===== src/rtl/seg7_scan_ctrl.sv =====
// Multiplexed common-anode 7-segment scan controller with frame-synchronous
// value commit, per-slot blanking and optional leading-zero suppression.
module seg7_scan_ctrl #(
  parameter int DIGITS = 4,
  parameter int DIV    = 4
) (
  input  logic                  clk,
  input  logic                  rst,
  input  logic                  load,
  input  logic [4*DIGITS-1:0]   data_in,
  input  logic                  lz_en,
  output logic                  load_ack,
  output logic                  pending,
  output logic [DIGITS-1:0]     an,
  output logic [6:0]            seg
);

  localparam int CW = (DIV > 1) ? $clog2(DIV) : 1;
  localparam int IW = (DIGITS > 1) ? $clog2(DIGITS) : 1;

  typedef enum logic {OFF = 1'b0, SCAN = 1'b1} state_t;

  logic [CW-1:0]          cnt_r;
  logic [IW-1:0]          idx_r;
  logic [4*DIGITS-1:0]    shadow_r;
  logic [4*DIGITS-1:0]    active_r;
  logic                   pending_r;
  logic                   load_ack_r;
  state_t                 state_r;
  state_t                 state_next_s;
  logic [DIGITS-1:0]      an_r;
  logic [6:0]             seg_r;

  logic                   last_cnt_s;
  logic                   last_idx_s;
  logic                   boundary_s;
  logic                   commit_s;
  logic [3:0]             digit_s;
  logic [DIGITS-1:0]      zero_run_s;
  logic                   run_s;
  logic [DIGITS-1:0]      an_s;
  logic [6:0]             seg_s;

  // Active-low {g,f,e,d,c,b,a}; non-BCD codes blank the segments.
  function automatic logic [6:0] bcd_to_seg(input logic [3:0] d);
    logic [6:0] s;
    case (d)
      4'd0:    s = 7'b1000000;
      4'd1:    s = 7'b1111001;
      4'd2:    s = 7'b0100100;
      4'd3:    s = 7'b0110000;
      4'd4:    s = 7'b0011001;
      4'd5:    s = 7'b0010010;
      4'd6:    s = 7'b0000010;
      4'd7:    s = 7'b1111000;
      4'd8:    s = 7'b0000000;
      4'd9:    s = 7'b0010000;
      default: s = 7'b1111111;
    endcase
    return s;
  endfunction

  assign last_cnt_s = (cnt_r == CW'(DIV - 1));
  assign last_idx_s = (idx_r == IW'(DIGITS - 1));
  assign boundary_s = last_cnt_s && last_idx_s;
  assign commit_s   = boundary_s && pending_r;

  // OFF leaves only through the first commit; SCAN is held until reset.
  always_comb begin
    state_next_s = state_r;
    case (state_r)
      OFF: begin
        if (commit_s) begin
          state_next_s = SCAN;
        end else begin
          state_next_s = OFF;
        end
      end
      SCAN:    state_next_s = SCAN;
      default: state_next_s = OFF;
    endcase
  end

  // Digit select, leading-zero run (from the top digit down) and slot drive.
  always_comb begin
    digit_s    = 4'd0;
    zero_run_s = '0;
    run_s      = 1'b1;
    an_s       = {DIGITS{1'b1}};
    seg_s      = 7'h7F;
    for (int i = DIGITS - 1; i >= 0; i--) begin
      run_s         = run_s && (active_r[4*i +: 4] == 4'd0);
      zero_run_s[i] = run_s;
      if (idx_r == IW'(i)) begin
        digit_s = active_r[4*i +: 4];
      end else begin
        digit_s = digit_s;
      end
    end
    if ((state_r == OFF) || (cnt_r == CW'(0))) begin
      an_s  = {DIGITS{1'b1}};
      seg_s = 7'h7F;
    end else begin
      an_s = ~(DIGITS'(1) << idx_r);
      if (lz_en && (idx_r != IW'(0)) && zero_run_s[idx_r]) begin
        seg_s = 7'h7F;
      end else begin
        seg_s = bcd_to_seg(digit_s);
      end
    end
  end

  // Prescaler, digit index, shadow/active commit and registered outputs.
  always_ff @(posedge clk or posedge rst) begin
    if (rst) begin
      cnt_r      <= CW'(0);
      idx_r      <= IW'(0);
      shadow_r   <= '0;
      active_r   <= '0;
      pending_r  <= 1'b0;
      load_ack_r <= 1'b0;
      state_r    <= OFF;
      an_r       <= {DIGITS{1'b1}};
      seg_r      <= 7'h7F;
    end else begin
      cnt_r <= last_cnt_s ? CW'(0) : cnt_r + CW'(1);
      if (last_cnt_s) begin
        idx_r <= last_idx_s ? IW'(0) : idx_r + IW'(1);
      end
      // The commit samples the pre-edge shadow, so a coincident load waits a frame.
      if (commit_s) begin
        active_r <= shadow_r;
      end
      if (load) begin
        shadow_r  <= data_in;
        pending_r <= 1'b1;
      end else if (boundary_s) begin
        pending_r <= 1'b0;
      end
      load_ack_r <= load;
      state_r    <= state_next_s;
      an_r       <= an_s;
      seg_r      <= seg_s;
    end
  end

  assign load_ack = load_ack_r;
  assign pending  = pending_r;
  assign an       = an_r;
  assign seg      = seg_r;

endmodule


===== config.mk =====
export PLATFORM = sky130hd
export DESIGN_NAME = seg7_scan_ctrl
export DESIGN_NICKNAME = d
export VERILOG_FILES = /design/src/rtl/seg7_scan_ctrl.sv
export SDC_FILE = /design/constraint.sdc
export NUM_CORES = 1
export LEC_CHECK = 0
export BUFFER_PORTS_ARGS = -buffer_cell sky130_fd_sc_hd__buf_2
export CAP_MARGIN = 20
export CORE_ASPECT_RATIO = 1.2
export CORE_UTILIZATION = 45
export CTS_BUF_LIST = sky130_fd_sc_hd__clkbuf_16
export DETAILED_ROUTE_END_ITERATION = 10
export HOLD_SLACK_MARGIN = 0.06
export PLACE_DENSITY = 0.73
export SYNTH_ARGS = -nofsm -noshare
export SYNTH_HDL_FRONTEND = slang
export SYNTH_SLANG_ARGS = --single-unit

===== constraint.sdc =====
create_clock -name clk -period 3.2 [get_ports clk]
set_input_delay 0.64 -clock clk [delete_from_list [all_inputs] [get_ports clk]]
set_output_delay 0.64 -clock clk [all_outputs]
set_load 0.05 [all_outputs]

# [After elaboration in Yosys (flattened, before gate mapping)]
# Memories as Yosys holds them, arrays and structs flattened.
# Index checks and enable logic that the tools add are counted.
[classes] n_addsub=2 multipliers=0 div_mod_pow=0 order_cmp=1 n_eq_ne=4 n_shift=1 mux=15 bitwise=2 n_reduce_logical=16
[ops] op="4-bit 2-to-1 mux" n=5
[ops] op="4-bit logical NOT" n=4
[ops] op="7-bit 2-to-1 mux" n=2
[ops] op="1-bit logical AND" n=7
[ops] op="2-bit equality test (second input constant)" n=3
[ops] op="2-bit by 1-bit adder with 2-bit output (second input constant)" n=2
[ops] op="2-bit logical NOT" n=2
[ops] op="1-bit 2-to-1 mux" n=4
[ops] op="2-bit 2-to-1 mux" n=2
[ops] op="4-bit inverter" n=1
[ops] op="2-bit nonzero test" n=2
[ops] op="1-bit by 2-bit left shift with 4-bit output (first input constant)" n=1
[ops] op="2-bit by 3-bit less-than comparator with 1-bit output (second input constant)" n=1
[ops] op="1-bit binary-select mux with 2-bit select" n=1
[ops] op="2-bit by 1-bit equality test with 1-bit output (second input constant)" n=1
[ops] op="1-bit case mux with 2 select lines" n=1
[ops] op="1-bit logical OR" n=1
[ops] op="1-bit inverter" n=1
[totals] reg_bits=50 latch_bits=0 ram_bits=0 rom_bits=112 elab_cells=51 mem_count=1
[memory_table] name="(name not given)" depth=16 word_bits=7 read_ports=1 rd_clocked_by_memory_dff=0 write_ports=0 line="47" text="case (d)"

# [Logic depth before layout (Yosys ltp)]
# Gate-level depths: netlist (run 1).
[depth] depth_word=9 mapped_depth=10 ltp_nobuf=9

# [Least setup slack after synthesis (run 1)]
# OpenSTA, ideal clock, no wires.
[synth_path] kind="register to register" start="register idx_r[0]" end="register seg_r[4], in the netlist seg[4]" setup_time_ns=0.060 arrival_ns=1.843 required_ns=3.140 slack_ns=1.297 stages_incl_launch_ff=10 path_cell_list="dfrtp_1 -> inv_1 -> ha_1 -> buf_6 -> nand3b_1 -> a211oi_2 -> inv_1 -> ha_1 -> mux2i_1 -> o22a_1"
[synth_between] elab_chain_cells=8
[synth_lines] item="start, declared" line="24" text="logic [IW-1:0] idx_r;"
[synth_lines] item="start signal, assigned" line="128" text="idx_r <= last_idx_s ? IW'(0) : idx_r + IW'(1);"
[synth_lines] item="2-bit equality test" line="94" text="if (idx_r == IW'(i)) begin"
[synth_lines] item="4-bit 2-to-1 mux (4 in a row)" line="94"
[synth_lines] item="memory read 16 x 7 bit"
[synth_lines] item="7-bit 2-to-1 mux (*)" line="105" text="if (lz_en && (idx_r != IW'(0)) && zero_run_s[idx_r]) begin"
[synth_lines] item="7-bit 2-to-1 mux (*)" line="100" text="if ((state_r == OFF) || (cnt_r == CW'(0))) begin"
[synth_lines] item="net seg_s[4]" line="42" text="logic [6:0] seg_s;"
[synth_lines] item="end signal, assigned" line="143" text="seg_r <= seg_s;"
[synth_lines] item="end, declared" line="32" text="logic [6:0] seg_r;"
# Mark *: on every way through the listed nets, which the timed path passes. The rest lies on a longest branch. The select of a mux whose other input is x is not followed.
# A chain may end at the register's enable or synchronous reset.

# [Worst setup path in the final report (run 1)]
# Ends and elaborated chain as after synthesis.

==> summary.txt, run 1 <==
Global routing
  – GRT Total Usage: 0.1597
  – Vias in the first global route: 1332
  – First-pass GRT wire length: 6334 µm
  – Antenna violations before repair: 0
  – Largest net degree at the start of global routing: 51
  – Grt ovf: 0

Critical path
  – Startpoint of the worst register-to-register path: idx_r[0]
  – Startpoint Class: register
  – CP Cell Sequence: inv_1 -> ha_1 -> a211oi_1 -> a211oi_2 -> inv_1 -> ha_1 -> mux2i_1 -> o22a_1
  – Crit path kind: reg -> reg
  – CP endpoint: seg[4]
  – Flop-to-flop setup slack: around 1.0 ns
  – Critical-path top delay cell: ha_1
  – Critical path fanouts, max: 14
  – CP Capture Type: register
  – R2R depth: 8
  – Crit path DAT: 2.43 ns
  – Largest stage delay on the critical path: about 0.46 ns
  – WP data required: about 3.4 ns
  – Reg-to-Reg End: seg[4]
  – Crit path launch: idx_r[0]

Hold path
  – Worst Hold Class: in -> async

Job
  – MaxCap Viol Count: 0

Routing
  – Final ANT Viol Nets: 0
  – WL/cell: between 10 and 15 µm
  – DR WL met3: 127 µm
  – DRT iter0 DRCs: 61
  – # DRC: 0
  – Final WL: 3802 µm
  – Wl on met1: 1743 µm
  – Via count: roughly 1400
  – Via density per instance: 5.145
  – DRT Pass-1 Iters: 4
  – Max layer used: met4
  – WL met2: ~1800 µm

Synthesis
  – Synthesized area: 2311 µm²
  – Yosys warning count: 0
  – EDFF count, synth: 0
  – Sequential area share after synthesis: 0.5474
  – Mapped Avg Cell Area: ~13 µm²
  – Post-Synthesis Cells: roughly 180
  – Async SR Flop Fraction: 1.000
  – FF+latch count, synth: 50
  – Syn Nets: ~210
  – Cell variety after synth: 42
  – Main flop type after synthesis: dfrtp_1

Timing
  – Final min period: between 2 and 2.5 ns
  – Unrepaired setup endpoints after global routing: false
  – Clk_skew: about 0.0057 ns
  – Crit share post-route: 0.6867
  – Final TNS setup: 0 ns
  – Final max-slew violation count: 0
  – Setup violators final: 0
  – Hold Vio Cnt, Final: 0
  – Highest clock rate: around 0.46 GHz
  – Rel. slew slack: 0.4549
  – Worst slew pin tran: between 0.8 and 0.9 ns

Die
  – Total die area: approximately 5400 µm²
  – Die Ht: between 80 and 90 µm
  – Ports: 33
  – FP Rows: 28
  – Core area: between 4000 and 5000 µm²
  – Starting Density: 0.4678
  – Die X: 67.42 µm

Layout
  – Commonest non-fill, non-tap cell in the layout: dfrtp_1
  – Proportion of layout cells with a drive suffix above 1: 0.3732
  – Most frequent cells in the layout: 39 x dfrtp_1, 32 x buf_2, 16 x mux2_1, 16 x mux2_2
  – Nets@finish: ~240
  – Ant. Diodes: 0
  – Fin cells: between 200 and 300
  – Area grow syn2layout: 14.94%

Clock network
  – Clk slew on worst S/H paths: ~0.06 ns
  – Clk buf depth: 2
  – Post_cts resized: 0
  – Cts hold-fix bufs: 0
  – Root buffer cell: clkbuf_16
  – H-tree level count: 2
  – Clock Sink Count: 50
  – Setup Buffers After CTS: 0
  – Latest clock arrival within the worst-skew pair: between 0.2 and 0.3 ns
  – CTS Buf Count: 5
  – CTS tree: built

Power and ir drop
  – VDD IR-drop max: 0.2203 mV
  – PD cells: 502.5 nW/µm²
  – Leakage power: between 1 and 1.5 nW

Place
  – HPWL after DPL: between 2000 and 3000 µm
  – Global placer's final weighted congestion: ~0.84
  – Dpl cells: 260
  – I/O Buffers: 32

Run status
  – Status: completed
==> through the flow <==
stage | area, µm² | utilization | hold WS (ns) | setup WS (ns) | power [mW]
6_report | 2656 | 0.5377 | 0.3146 | 1.003 | 1.335
5_1_grt | 2656 | 0.5377 | 0.3378 | 0.7766 | 1.404
4_1_cts | 2636 | 0.5337 | 0.4782 | 1.003 | 1.348
3_5_place_dp | 2500 | 0.5061 | 0.4597 | 1.024 | 0.8558
3_3_place_gp | 2500 | 0.5061 | 0.4454 | 1.069 | 0.8513
2_1_floorplan | 2311 | - | 0.4276 | 1.297 | 0.8140
==> layer usage <==
metal  track usage  up-vias
met5             0        -
met4       0.08298        0
met3       0.03409        7
met2        0.2490       30
met1        0.2043      672
li1              -      675
==> kinds of logic after synthesis <==
logic type | share of synthesized area
buf+inv | 0.03627
compound gates | 0.09367
fa+ha+maj | 0.05956
flops | 0.5474
mux | 0.1603
simple gates | 0.1029
==> report_power, final <==
part           switching [mW]  internal, mW  leakage [nW]  total (mW)
sequential             0.0293         0.677         0.571       0.707
combinational          0.0671        0.0707         0.528       0.138
clock                   0.209         0.281        0.0738       0.490
total                   0.306          1.03          1.17        1.33
==> sequential cells by signal, indices dropped and copies added (netlist names) <==
name	count
active_r	16
pending	1
state_r	1
idx_r	2
cnt_r	2
shadow_r	16
seg	7
an	4
load_ack	1
==> critical path, delay by kind of cell, from the launching register on <==
family,cells,cell delay (ns)
buffers and inverters,2,0.27
adders and majority gates,2,0.68
AOI/OAI and AO/OA,3,0.64
muxes,1,0.13
DFF,1,0.43
==> synth_stat cells (all sizes together), types with 3 or more instances <==
cell / count / area (µm²)
dfrtp: 39 / 975.9
mux2: 32 / 360.3
dfstp: 11 / 289.0
ha: 11 / 137.6
nand2: 11 / 43.80
inv: 10 / 37.54
nor2: 8 / 32.54
a211oi: 6 / 72.57
buf: 6 / 42.54
nor2b: 4 / 25.02
o21ai: 4 / 20.02
nand3b: 3 / 35.03
nor3b: 3 / 27.52
nor4: 3 / 18.77
==> how the worst min path moves through the flow <==
stage                     startpoint       end  slack (ns)  depth (start not counted)
after floorplan              state_r   state_r        0.43                          1
after global placement       state_r   state_r        0.45                          1
after detailed placement     state_r   state_r        0.46                          1
after CTS                    state_r   state_r        0.48                          1
after global routing             rst  load_ack        0.34                          2
final                            rst  load_ack        0.31                          2
==> cell type report <==
type / count / area (µm²)
fill: 438 / 2283
sequential: 50 / 1265
multi-input combinational: 108 / 962.2
timing repair buffer: 33 / 180.2
clock buffer: 5 / 125.1
tap: 60 / 75.07
inverter: 10 / 37.54
clock inverter: 3 / 11.26
Note: power is estimated with default switching activity, not from simulation.
==> inputs of run 2 (changes only) <==
clock period = 2.3 ns   (was 3.2 ns; I/O delays follow)
==> run 2 against run 1 <==
Effect of this change: cell count up 1.1%; design area up 3.1%; fmax up 2.9%; clock power up 89%; critical path depth unchanged; register-to-register slack worse by 0.84 ns; sequential share of layout area down 1.4 points; global-route usage up 0.90 points; sequential power up 39%; critical path type unchanged; largest power group unchanged.
==> summary.txt, run 2 (same netlist as run 1, synthesis figures left out) <==
Critical path
  – WP data required: 2.53 ns (-0.90 ns)
  – Largest stage delay on the critical path: 0.43 ns (-0.03 ns)
  – Most frequent CP cell: inv_1
  – Crit path DAT: 2.36 ns (-0.07 ns)
  – Critical path fanouts, max: 9 (-5)
  – Startpoint Class: register
  – Critical-path top delay cell: dfrtp_1
  – CP Capture Type: register
  – CP top delay family: compound AO/OA/AOI/OAI gates
  – Crit path kind: reg -> reg
  – R2R depth: 8 (unchanged)
  – Crit path buf inv count: 2 (unchanged)
  – WP depth: 8 (unchanged)
  – CP Cell Sequence: inv_1 -> ha_2 -> nand3b_1 -> a211oi_2 -> inv_1 -> ha_1 -> mux2i_1 -> o22a_1

Power and ir drop
  – PD cells: 767.0 nW/µm² (+53%)
  – Leakage power: 1.200 nW (+2.4%)
  – VDD IR-drop max: 0.3577 mV (+62%)
  – Tot Pwr: 2.101 mW (+57%)

Layout
  – Proportion of layout cells with a drive suffix above 1: 0.4057 (+0.03245)
  – Nets@finish: 242 (+1.3%)
  – Area grow syn2layout: 18.52%
  – Ant. Diodes: 0 (unchanged)
  – Most frequent cells in the layout: 39 x dfrtp_1, 32 x buf_2, 16 x mux2_1, 16 x mux2_2, 11 x dfstp_2
  – Commonest non-fill, non-tap cell in the layout: dfrtp_1
  – Fillers: 433 (-1.1%)

Job
  – MaxCap Viol Count: 0 (unchanged)

Routing
  – Via count: 1413 (+2.1%)
  – Final ANT Viol Nets: 0 (unchanged)
  – # DRC: 0 (unchanged)
  – DRT iter0 DRCs: 94 (+54%)
  – WL/cell: 14.27 µm (+0.98%)
  – Via density per instance: 5.195 (+0.97%)
  – Final WL: 3882 µm (+2.1%)
  – DRT Pass-1 Iters: 4 (unchanged)

Die
  – Total die area: 5427 µm² (unchanged)
  – Ports: 33 (unchanged)
  – FP Rows: 28 (unchanged)
  – Die Ht: 80.50 µm (unchanged)
  – Core area: 4940 µm² (unchanged)
  – Die X: 67.42 µm (unchanged)
  – Starting Density: 0.4678 (unchanged)

Timing
  – Setup violators final: 0 (unchanged)
  – Unrepaired setup endpoints after global routing: false
  – Crit share post-route: 0.9287 (+0.2421)
  – Final max-slew violation count: 0 (unchanged)
  – Rel. slew slack: 0.6371 (+0.1822)
  – Final TNS setup: 0 ns (unchanged)
  – Worst slew pin tran: 0.5436 ns (-0.2718 ns)
  – Final min period: 2.136 ns (-0.06123 ns)
  – Highest clock rate: 0.4681 GHz (+2.9%)
  – Hold Vio Cnt, Final: 0 (unchanged)
  – Clk_skew: 0.006628 ns (+0.0009326 ns)

Global routing
  – GRT Total Usage: 0.1688 (+0.009015)
  – Grt ovf: 0 (unchanged)
  – First-pass GRT wire length: 6720 µm (+6.1%)
  – Vias in the first global route: 1436 (+7.8%)
  – Largest net degree at the start of global routing: 27 (-47%)
  – Antenna violations before repair: 0 (unchanged)

Clock network
  – CTS Buf Count: 5 (unchanged)
  – CTS tree: built
  – Clk slew on worst S/H paths: 0.07 ns (about the same)
  – Cts hold-fix bufs: 0 (unchanged)
  – Clk buf depth: 2 (unchanged)
  – Latest clock arrival within the worst-skew pair: 0.29 ns (about the same)
  – H-tree level count: 2 (unchanged)
  – Clock Sink Count: 50 (unchanged)
  – Root buffer cell: clkbuf_16

Run status
  – Status: completed

Place
  – Global placer's final weighted congestion: 0.8363 (-0.63%)
  – I/O Buffers: 32 (unchanged)
  – HPWL after DPL: 2853 µm (+5.1%)

Hold path
  – Worst Hold Class: in -> async
run 2: cell type report:
class                           instances  area [µm²]  area share
Clock buffer                            5       125.1     0.04568
Clock inverter                          3       63.81     0.02330
Inverter                               10       37.54     0.01370
Multi-Input combinational cell        108       969.7      0.3540
Sequential cell                        50        1265      0.4619
Tap cell                               60       75.07     0.02741
Timing Repair Buffer                   36       202.7     0.07401
run 2: power by group:
part / switching (mW) / total, mW / internal, mW
Combinational: 0.0950 / 0.193 / 0.0985
Sequential: 0.0409 / 0.983 / 0.942
Clock: 0.305 / 0.924 / 0.619
Total: 0.441 / 2.10 / 1.66
run 2: path summary, 6_finish.rpt:
check / to / startpoint / slack [ns]
worst min register to register: cnt_r[0] / cnt_r[0] / 0.46
worst min-delay path: shadow_r[10] / rst / 0.22
max in group asynchronous: idx_r[0] / rst / 1.57
worst max-delay path: seg[4] / idx_r[0] / 0.16
worst max register to register: seg[4] / idx_r[0] / 0.16
min in group clk: shadow_r[9] / data_in[9] / 0.39
run 2: metrics by stage:
stage | hold slack [ns] | util | setup slack [ns] | cells | cell area, µm²
2_1_floorplan | 0.4276 | - | 0.3969 | 175 | 2311
4_1_cts | 0.2315 | 0.5529 | 0.05857 | 272 | 2731
6_report | 0.2177 | 0.5545 | 0.1639 | 272 | 2739
3_3_place_gp | 0.4429 | 0.5147 | 0.1840 | 264 | 2542
5_1_grt | 0.2610 | 0.5545 | 0.008582 | 272 | 2739
3_5_place_dp | 0.4469 | 0.5147 | 0.07987 | 264 | 2542
run 2: metal layers:
| metal | track usage | part of all wire |
|---|---|---|
| met5 | 0 | 0 |
| met4 | 0.06383 | 0.016 |
| met3 | 0.04261 | 0.031 |
| met2 | 0.2800 | 0.51 |
| met1 | 0.2070 | 0.44 |
run 2: repair_timing:
action / in CTS / in global routing
gates resized for setup: 0 / 3
buffers inserted: 0 / 0
setup endpoints to repair: 0 / 5
==> inputs of run 3 (changes only) <==
CORE_UTILIZATION = 50   (was 45)
PLACE_DENSITY = 0.79   (was 0.73)
==> run 3 against run 2 <==
Effect of this change: die area fell by 9.7%; sequential power is essentially flat; flip-flop and latch count is the same; clock skew is 0.0039 ns lower; worst setup slack got worse by 0.020 ns; highest routed layer unchanged; core utilization increased by 5.9 points; design area fell by 2.4%; via count down 0.42%; sequential share of layout area increased by 1.1 points.
==> summary.txt, run 3 (same netlist as run 1, synthesis figures left out) <==
Timing
  – Final min period: 2.156 ns (+0.01958 ns)
  – Crit share post-route: 0.9373 (+0.008514)
  – Clk_skew: 0.002709 ns (-0.003920 ns)
  – Final max-slew violation count: 0 (unchanged)
  – Unrepaired setup endpoints after global routing: false
  – Final TNS setup: 0 ns (unchanged)
  – Setup violators final: 0 (unchanged)
  – Rel. slew slack: 0.6899 (+0.05276)
  – Worst slew pin tran: 0.4645 ns (-0.07902 ns)
  – Hold Vio Cnt, Final: 0 (unchanged)
  – Highest clock rate: 0.4639 GHz (-0.91%)

Clock network
  – Latest clock arrival within the worst-skew pair: 0.28 ns (about the same)
  – Clock Sink Count: 50 (unchanged)
  – CTS Buf Count: 5 (unchanged)
  – H-tree level count: 2 (unchanged)
  – Setup Buffers After CTS: 0 (unchanged)
  – Clk buf depth: 2 (unchanged)
  – Root buffer cell: clkbuf_16
  – CTS tree: built
  – Clk slew on worst S/H paths: 0.06 ns (about the same)

Critical path
  – CP Cell Sequence: inv_1 -> ha_1 -> a211oi_1 -> a211oi_4 -> inv_1 -> ha_1 -> nor2_1 -> o32a_1
  – Startpoint Class: register
  – CP top delay family: compound AO/OA/AOI/OAI gates
  – Crit path buf inv count: 2 (unchanged)
  – Flop-to-flop setup slack: 0.14 ns (-0.02 ns)
  – Largest stage delay on the critical path: 0.44 ns (about the same)
  – Crit path kind: reg -> reg
  – Startpoint of the worst register-to-register path: idx_r[0]
  – Crit path DAT: 2.36 ns (about the same)
  – Critical-path top delay cell: dfrtp_1
  – WP data required: 2.50 ns (-0.03 ns)
  – Critical path fanouts, max: 9 (unchanged)
  – CP Capture Type: register
  – R2R depth: 8 (unchanged)
  – Reg-to-Reg End: seg[5]

Place
  – HPWL after DPL: 2859 µm (+0.21%)
  – I/O Buffers: 32 (unchanged)
  – Global placer's final weighted congestion: 0.8670 (+3.7%)
  – Dpl cell area: 2522 µm² (-0.79%)

Die
  – Die X: 64.06 µm (-5.0%)
  – Starting Density: 0.5301 (+0.06231)
  – FP Rows: 26 (-7.1%)
  – Die Ht: 76.48 µm (-5.0%)
  – Core area: 4359 µm² (-12%)
  – Ports: 33 (unchanged)
  – Total die area: 4899 µm² (-9.7%)

Routing
  – Via density per instance: 5.289 (+1.8%)
  – WL/cell: 14.52 µm (+1.7%)
  – # DRC: 0 (unchanged)
  – DRT iter0 DRCs: 41 (-56%)
  – DRT Pass-1 Iters: 4 (unchanged)
  – Final WL: 3861 µm (-0.54%)
  – Final ANT Viol Nets: 0 (unchanged)
  – Via count: 1407 (-0.42%)

Power and ir drop
  – PD cells: 694.3 nW/µm² (-9.5%)
  – VDD IR-drop max: 0.5372 mV (+50%)
  – Leakage power: 1.175 nW (-2.1%)

Global routing
  – Antenna violations before repair: 0 (unchanged)
  – Largest net degree at the start of global routing: 30 (+11%)
  – Vias in the first global route: 1481 (+3.1%)
  – GRT Total Usage: 0.1786 (+0.009829)
  – Grt ovf: 0 (unchanged)
  – First-pass GRT wire length: 6824 µm (+1.5%)

Layout
  – Proportion of layout cells with a drive suffix above 1: 0.3905 (-0.01518)
  – Cell area after layout: 2673 µm² (-2.4%)
  – Most frequent cells in the layout: 39 x dfrtp_1, 32 x buf_2, 16 x mux2_1, 16 x mux2_2, 11 x dfstp_2
  – Ant. Diodes: 0 (unchanged)
  – Area grow syn2layout: 15.65%
  – Commonest non-fill, non-tap cell in the layout: dfrtp_1
  – Nets@finish: 240 (-0.83%)
  – Fillers: 372 (-14%)

Job
  – MaxCap Viol Count: 0 (unchanged)

Hold path
  – Worst Hold Class: in -> async

Run status
  – Status: completed
## run 3: changes by cell type in the layout (fill, tap and decap cells not counted)
cell	change
a211oi_4	+1
ha_1	+1
bufinv_16	-2
a211oi_2	-1
buf_4	-2
inv_1	+1
clkinv_2	+1
ha_2	-1
## run 3: where the power goes
group	total, mW	switching, mW	internal (mW)
logic	0.196	0.0965	0.0996
registers	0.985	0.0426	0.942
clock network	0.674	0.282	0.393
total	1.86	0.421	1.43
## run 3: metrics by stage
| stage | total power [mW] | hold WS (ns) | setup WS [ns] | instances | utilization |
|---|---|---|---|---|---|
| 2_1_floorplan | 1.133 | 0.4276 | 0.3969 | 175 | - |
| 3_5_place_dp | 1.197 | 0.4466 | 0.07243 | 258 | 0.5786 |
| 6_report | 1.855 | 0.1916 | 0.1443 | 266 | 0.6131 |
| 4_1_cts | 1.874 | 0.2100 | 0.03945 | 266 | 0.6102 |
| 5_1_grt | 1.940 | 0.2294 | 0.02304 | 266 | 0.6131 |
| 3_3_place_gp | 1.187 | 0.4443 | 0.1925 | 258 | 0.5786 |
## run 3: worst max-delay path by stage
| stage | start | to | slack [ns] | depth (start not counted) |
|---|---|---|---|---|
| floorplan | idx_r[0] | seg[4] | 0.40 | 9 |
| global placement | idx_r[0] | seg[4] | 0.19 | 8 |
| detailed placement | idx_r[0] | seg[4] | 0.07 | 8 |
| CTS | idx_r[0] | seg[4] | 0.04 | 8 |
| global route | idx_r[0] | seg[5] | 0.02 | 8 |
| finish | idx_r[0] | seg[5] | 0.14 | 8 |
## run 3: final cells by class
class,count,area (µm²),share of cell area
clock buffers,5,125.1,0.04682
clock inverters,3,12.51,0.004682
inverters,10,37.54,0.01404
multi-input cells,108,974.7,0.3647
flip-flops and latches,50,1265,0.4733
well taps,56,70.07,0.02622
repair buffers,34,187.7,0.07022
## run 3: layer usage
metal  vias up  GRT usage  share of wire
met2        37     0.3074           0.51
met3         6    0.03593          0.032
li1        682          -              -
met1       682     0.2226           0.45
met4         0    0.05455         0.0091
met5         -          0              0
## run 3: what timing repair did
action	4_1_cts	5_1_grt
hold buffers	0	0
setup endpoints to repair	0	6
resized for setup	0	3
endpoints found under the hold margin	0	0
